## config.mk

```make
export PLATFORM = sky130hd
export DESIGN_NAME = wifi_tx_ilv_sequencer
export DESIGN_NICKNAME = d
export VERILOG_FILES = /design/src/rtl/wifi_tx_ilv_pkg.sv /design/src/rtl/wifi_tx_ilv_watchdog.sv /design/src/rtl/wifi_tx_ilv_sequencer.sv
export SDC_FILE = /design/constraint.sdc
export NUM_CORES = 1
export LEC_CHECK = 0
export CAP_MARGIN = 5
export CORE_ASPECT_RATIO = 1.2
export CORE_MARGIN = 8
export CORE_UTILIZATION = 43
export DETAILED_ROUTE_END_ITERATION = 10
export GPL_ROUTABILITY_DRIVEN = 0
export SLEW_MARGIN = 10
export SYNTH_ARGS = -nofsm -noshare
export SYNTH_HDL_FRONTEND = slang
export SYNTH_HIERARCHICAL = 1
export SYNTH_SLANG_ARGS = --single-unit
```

## constraint.sdc

```tcl
create_clock -name clk -period 4.8 [get_ports clk]
set_clock_uncertainty 0.05 [all_clocks]
set_input_delay 0.72 -clock clk [delete_from_list [all_inputs] [get_ports clk]]
set_output_delay 0.72 -clock clk [all_outputs]
set_load 0.005 [all_outputs]
```

## src/rtl/wifi_tx_ilv_pkg.sv

```systemverilog
// +----------------------------------------------------------------------------+
// | wifi_tx_ilv_pkg : shared types, constants and frame-length helper for the |
// |                   WIFI TX interleaver sequencer                           |
// | Revision: 1.0                                                              |
// +----------------------------------------------------------------------------+
`default_nettype none

package wifi_tx_ilv_pkg;

  localparam int unsigned NCBPS    = 96;
  localparam int unsigned NCBPS_S  = 48;
  localparam int unsigned SYM_W    = 10;
  localparam int unsigned MAX_SYM  = 682;
  localparam int unsigned WD_SLACK = 16;
  localparam int unsigned CNT_W    = 16;
  localparam int unsigned WD_W     = 17;

  typedef enum logic [1:0] {
    IDLE  = 2'd0,
    LOAD  = 2'd1,
    DRAIN = 2'd2,
    FLUSH = 2'd3
  } ilv_state_e;

  // SIGNAL symbol plus n_sym DATA symbols; MAX_SYM keeps this inside 16 bits.
  function automatic logic [CNT_W-1:0] frame_bits(input logic [SYM_W-1:0] n_sym);
    logic [CNT_W-1:0] data_bits;
    data_bits = CNT_W'(n_sym) * CNT_W'(NCBPS);
    return data_bits + CNT_W'(NCBPS_S);
  endfunction

endpackage

`default_nettype wire

```

## src/rtl/wifi_tx_ilv_watchdog.sv

```systemverilog
// +----------------------------------------------------------------------------+
// | wifi_tx_ilv_watchdog : loadable-limit cycle counter flagging a stuck drain |
// | Revision: 1.0                                                              |
// +----------------------------------------------------------------------------+
`default_nettype none

module wifi_tx_ilv_watchdog
  import wifi_tx_ilv_pkg::*;
(
  input  logic            clk,
  input  logic            rst_n,
  input  logic            load_i,
  input  logic [WD_W-1:0] limit_i,
  input  logic            clear_i,
  input  logic            en_i,
  output logic            expired_o
);

  logic [WD_W-1:0] cnt_q;
  logic [WD_W-1:0] limit_q;
  logic            armed_q;

  always_ff @(posedge clk or negedge rst_n) begin
    if (!rst_n) begin
      cnt_q   <= '0;
      limit_q <= '0;
      armed_q <= 1'b0;
    end else if (load_i) begin
      cnt_q   <= '0;
      limit_q <= limit_i;
      armed_q <= 1'b1;
    end else if (clear_i) begin
      cnt_q   <= '0;
      armed_q <= 1'b0;
    end else if (en_i && !expired_o) begin
      cnt_q <= cnt_q + 1'b1;
    end
  end

  assign expired_o = armed_q && (cnt_q >= limit_q);

endmodule

`default_nettype wire

```

## src/rtl/wifi_tx_ilv_sequencer.sv

```systemverilog
// +----------------------------------------------------------------------------+
// | wifi_tx_ilv_sequencer : frame controller loading, draining and flushing    |
// |                         the 96-bit WIFI TX interleaver                     |
// | Revision: 1.0                                                              |
// +----------------------------------------------------------------------------+
`default_nettype none

module wifi_tx_ilv_sequencer
  import wifi_tx_ilv_pkg::*;
(
  input  logic             clk,
  input  logic             rst_n,
  input  logic             start_i,
  input  logic [SYM_W-1:0] n_sym_i,
  output logic             busy_o,
  input  logic             in_valid_i,
  input  logic             in_bit_i,
  output logic             in_ready_o,
  output logic             ilv_enable_o,
  output logic             ilv_valid_in_o,
  output logic             ilv_data_in_o,
  input  logic             ilv_valid_out_i,
  input  logic             ilv_finished_i,
  input  logic             out_ready_i,
  output logic [CNT_W-1:0] out_cnt_o,
  output logic             frame_done_o,
  output logic             err_o
);

  ilv_state_e       state_q;
  logic [CNT_W-1:0] total_q;
  logic [CNT_W-1:0] in_cnt_q;
  logic [CNT_W-1:0] in_cnt_d;
  logic [CNT_W-1:0] out_cnt_q;
  logic [CNT_W-1:0] out_cnt_d;
  logic             busy_q;
  logic             in_ready_q;
  logic             frame_done_q;
  logic             err_q;
  logic             fin_low_q;

  logic [CNT_W-1:0] total_d;
  logic [WD_W-1:0]  wd_limit;
  logic             start_bad;
  logic             start_ok;
  logic             accept;
  logic             count_out;
  logic             in_last;
  logic             out_last;
  logic             draining;
  logic             wd_expired;
  logic             wd_en;

  assign total_d   = frame_bits(n_sym_i);
  assign wd_limit  = {1'b0, total_d} + WD_W'(WD_SLACK);
  assign start_bad = (n_sym_i == '0) || (n_sym_i > SYM_W'(MAX_SYM));
  assign start_ok  = (state_q == IDLE) && start_i && !start_bad;
  assign draining  = (state_q == DRAIN) || (state_q == FLUSH);

  // Read-out beats are only counted while draining, and never past the frame length.
  assign accept    = (state_q == LOAD) && in_ready_q && in_valid_i;
  assign count_out = draining && ilv_valid_out_i && (out_cnt_q != total_q);
  assign in_cnt_d  = in_cnt_q + {{(CNT_W-1){1'b0}}, accept};
  assign out_cnt_d = out_cnt_q + {{(CNT_W-1){1'b0}}, count_out};
  assign in_last   = accept && (in_cnt_d == total_q);
  assign out_last  = (out_cnt_d == total_q);

  // A load bubble must drop enable too: enable=1 with valid_in=0 starts the drain.
  always_comb begin
    ilv_enable_o   = 1'b0;
    ilv_valid_in_o = 1'b0;
    ilv_data_in_o  = 1'b0;
    case (state_q)
      LOAD: begin
        ilv_enable_o   = in_valid_i;
        ilv_valid_in_o = in_valid_i;
        ilv_data_in_o  = in_bit_i;
      end
      DRAIN:   ilv_enable_o = out_ready_i && !wd_expired;
      FLUSH:   ilv_enable_o = !wd_expired;
      default: ilv_enable_o = 1'b0;
    endcase
  end

  assign wd_en = draining && ilv_enable_o;

  wifi_tx_ilv_watchdog u_watchdog (
    .clk       (clk),
    .rst_n     (rst_n),
    .load_i    (start_ok),
    .limit_i   (wd_limit),
    .clear_i   (state_q == IDLE),
    .en_i      (wd_en),
    .expired_o (wd_expired)
  );

  always_ff @(posedge clk or negedge rst_n) begin
    if (!rst_n) begin
      state_q      <= IDLE;
      total_q      <= '0;
      in_cnt_q     <= '0;
      out_cnt_q    <= '0;
      busy_q       <= 1'b0;
      in_ready_q   <= 1'b0;
      frame_done_q <= 1'b0;
      err_q        <= 1'b0;
      fin_low_q    <= 1'b0;
    end else begin
      frame_done_q <= 1'b0;
      err_q        <= 1'b0;
      in_cnt_q     <= in_cnt_d;
      out_cnt_q    <= out_cnt_d;
      case (state_q)
        IDLE: begin
          if (start_i) begin
            if (start_bad) begin
              err_q <= 1'b1;
            end else begin
              total_q    <= total_d;
              in_cnt_q   <= '0;
              out_cnt_q  <= '0;
              busy_q     <= 1'b1;
              in_ready_q <= 1'b1;
              state_q    <= LOAD;
            end
          end
        end
        LOAD: begin
          if (in_last) begin
            in_ready_q <= 1'b0;
            state_q    <= DRAIN;
          end
        end
        DRAIN: begin
          if (wd_expired) begin
            err_q   <= 1'b1;
            busy_q  <= 1'b0;
            state_q <= IDLE;
          end else if (out_last) begin
            fin_low_q <= 1'b0;
            state_q   <= FLUSH;
          end
        end
        FLUSH: begin
          // finished must be seen low before its rising level counts as done.
          if (wd_expired) begin
            err_q   <= 1'b1;
            busy_q  <= 1'b0;
            state_q <= IDLE;
          end else if (!ilv_finished_i) begin
            fin_low_q <= 1'b1;
          end else if (fin_low_q) begin
            frame_done_q <= 1'b1;
            busy_q       <= 1'b0;
            state_q      <= IDLE;
          end
        end
        default: state_q <= IDLE;
      endcase
    end
  end

  assign busy_o       = busy_q;
  assign in_ready_o   = in_ready_q;
  assign out_cnt_o    = out_cnt_q;
  assign frame_done_o = frame_done_q;
  assign err_o        = err_q;

endmodule

`default_nettype wire

```

==> results.toml <==
[outcome]
outcome = "finished, final reports clean"

[drt]
ant_nets = 0
wl_per_cell_um = 16.4
first_pass_iters = 5
via_per_inst = 5.51
vias = 4919
drc = 0
drtIter0Drc = 236
wirelength_um = 14600

[placed_design]
hpwl_um = 11300
preCtsSetupSlack_ps = 513
place_area_sq_mm = 0.00667
io_buffers = 40

[sta]
tightestPinTransition_ps = 597
rsz0062_at_grt = "false"
fmax_mhz = 227
hold_viol = 0
worst_slack_ps = 403
drv_slew = 0
fin_crit_sh_pct = 91.6
setup_viol = 0
finalSetupTns_ps = 0
slew_headroom_pct = 60.2
period_needed_ps = 4400

[clock_tree]
hold_buffers = 0
cts_root_buffer = "clkbuf_16"
cts_buffers = 9
cts-resized-gates = 0
cts_tree = "yes"
cts_sinks = 86
cts_setup_buffers = 0
clk_path_buf_depth = 2
clock_latency_ps = 350
cts.clk_slew.worst_paths_ps = 70
htreeDepth = 3

[yosys]
synth.cell_area_sq_mm = 0.00608
yosys.area.top_type = "dfrtp_1"
async_flop_share_pct = 100
synth_edf_count = 0
yosys.area.top_type_share_pct = 35.4
synth.area.top_cells = "dfrtp_1 35%, ha_1 8.9%, xnor2_1 7.5%"
synth_most_common_cell = "dfrtp_1"
yosys_register_bits = 86
postSynthCellCount = 677
synth-warning-count = 6
synth_commonest_cells = "86 x dfrtp_1, 60 x nor2_1, 52 x nand2_1, 52 x xnor2_1"
syn_area_per_cell_sq_um = 8.98
synthFlopType = "dfrtp_1"
synth_cell_type_count = 75
seq_area_frac_synth_pct = 35.4

[pwr]
sequentialPowerShare_pct = 37.6
p_leak_nw = 3.02
finalPower_mw = 2.67
powerDensity_mw_per_mm2 = 379
ir_drop_mv = 0.282
netSwitchingFraction_pct = 32.5
internal_power_mw = 1.80
combPwrFrac_pct = 29.0
switchingPower_uw = 867
p_clk_share_pct = 33.5

[final_layout]
num-nets-final = 778
area_growth_pct = 16.0
final_util_pct = 51.0
multiInputGateArea_sq_mm = 0.00367
regArea_sq_mm = 0.00215
final_cell_area_sq_mm = 0.00705
layout-drive-gt1-share_pct = 7.63
nFillCells = 1259
antenna_cells = 0

[job]
drv_cap = 0

[critical_path]
endpoint_kind = "output pin"
cp_slowest_cell = "clkdlybuf4s50_1"
slowest_delay_ps = 500
crit_fanout = 35
startpoint_type = "flip-flop"
rrSetupSlack_ps = 980
cp.arrival_ps = 3630
worstPathRequired_ps = 4030
path_cells = "inv_1, ha_1, nand2b_1, a31oi_1, o21ai_1, a32o_2, or2b_1, nor2b_1, o21a_1, or2_2, clkdlybuf4s50_1"
crit_type = "flip-flop to output pin"

[global_routing]
grt_pass1_vias = 4934
grt_first_pass_wirelength_um = 24700
grt_overflow = 0
grt_max_degree = 49
grt_usage_pct = 16.2
antenna_found_initial = 0

[die]
rows = 47
io_pins = 41
dieArea_sq_mm = 0.0182
start_util_pct = 44.0
die_height_um = 146
die_x_um = 125
core_sq_mm = 0.0138

[hold_path]
hp-class = "input pin to asynchronous set/reset pin"
[cell type report]
| cell class | instances | area share (%) |
|---|---|---|
| clock inverter | 6 | 1.99 |
| multi-input combinational | 528 | 52.1 |
| inverter | 43 | 2.29 |
| tap | 171 | 3.03 |
| sequential | 86 | 30.5 |
| timing repair buffer | 48 | 6.67 |
| clock buffer | 10 | 3.39 |
[worst max-delay path, delay by kind of cell (launching register included)]
kind / cells / cell delay [ps]
and+or+nand+nor: 4 / 920
buffers and inverters: 2 / 570
AOI/OAI and AO/OA: 4 / 1050
adders and majority gates: 1 / 280
DFF: 1 / 440
[state kept, by name (all words and copies together) (netlist names)]
| register | count |
|---|---|
| frame_done_o | 1 |
| total_q | 12 |
| u_watchdog/cnt_q | 17 |
| in_cnt_q | 16 |
| busy_o | 1 |
| u_watchdog/armed_q | 1 |
| u_watchdog/limit_q | 17 |
| state_q | 2 |
| err_o | 1 |
| out_cnt_o | 16 |
| fin_low_q | 1 |
| in_ready_o | 1 |
[metrics by stage]
stage	cells	hold WS, ps
6_report	892	302
3_3_place_gp	876	446
2_1_floorplan	681	374
3_5_place_dp	876	460
4_1_cts	892	322
5_1_grt	892	346
[worst paths after layout]
kind                                        from                    end  cells past startpoint
hold / removal                             rst_n           out_cnt_o[1]                      1
setup / recovery             u_watchdog/cnt_q[0]           ilv_enable_o                     11
max in group asynchronous                  rst_n  u_watchdog/limit_q[9]                      2
min in group clk           u_watchdog/limit_q[0]  u_watchdog/limit_q[0]                      1
setup reg to reg             u_watchdog/cnt_q[0]   u_watchdog/cnt_q[14]                     13
hold reg to reg            u_watchdog/limit_q[0]  u_watchdog/limit_q[0]                      1
[power groups by stage]
stage / clock [mW] / combinational (mW) / sequential, mW
CTS: 0.909 / 0.784 / 1.01
finish: 0.893 / 0.773 / 1.00
detailed placement: 0 / 0.775 / 1.02
floorplan: 0 / 0.599 / 0.954
global placement: 0 / 0.758 / 1.01
global route: 0.937 / 0.875 / 1.02
[cell usage in the layout (no fill, tap or decap), types with 7 or more instances in the layout]
master           synthesis  routed
a21oi_1                 37      37
xor2_1                  28      28
or4_1                   10      10
dfrtp_1                 86      86
o21ai_0                 35      35
nand3_1                 24      24
buf_4                    1       8
a21o_1                   7       7
nor3_1                  13      13
nor4_1                   8       8
nand2_1                 52      52
a31oi_1                  7       7
ha_1                    43      43
nor2_1                  60      59
o31ai_1                 12      12
nand2b_1                 7       7
inv_1                   43      43
xnor2_1                 52      52
or3_1                   10      10
clkdlybuf4s50_1          0      39
and3_1                   8       8
clkbuf_16                0       9
nand4_1                 19      19
[per-layer routing]
layer  part of all wire, %  wire length (um)  global-route usage, %
met5                     0                 0                      0
met4                   2.8               404                   6.94
met3                   2.4               357                   2.54
met2                    52              7620                   29.5
met1                    43              6220                   18.4
[cell families (layout without fill, tap and decap cells)]
logic type      Yosys count  after routing  share of synthesized area (%)
compound gates          131            131                           13.7
xor+xnor                 84             84                           13.0
fa+ha+maj                44             44                           9.18
buf+inv                  67            107                           4.51
flops                    86             86                           35.4
mux                       8              8                           1.42
other cells               1              5                         0.0617
simple gates            256            256                           22.7
Power figures use the tool's default switching activity.
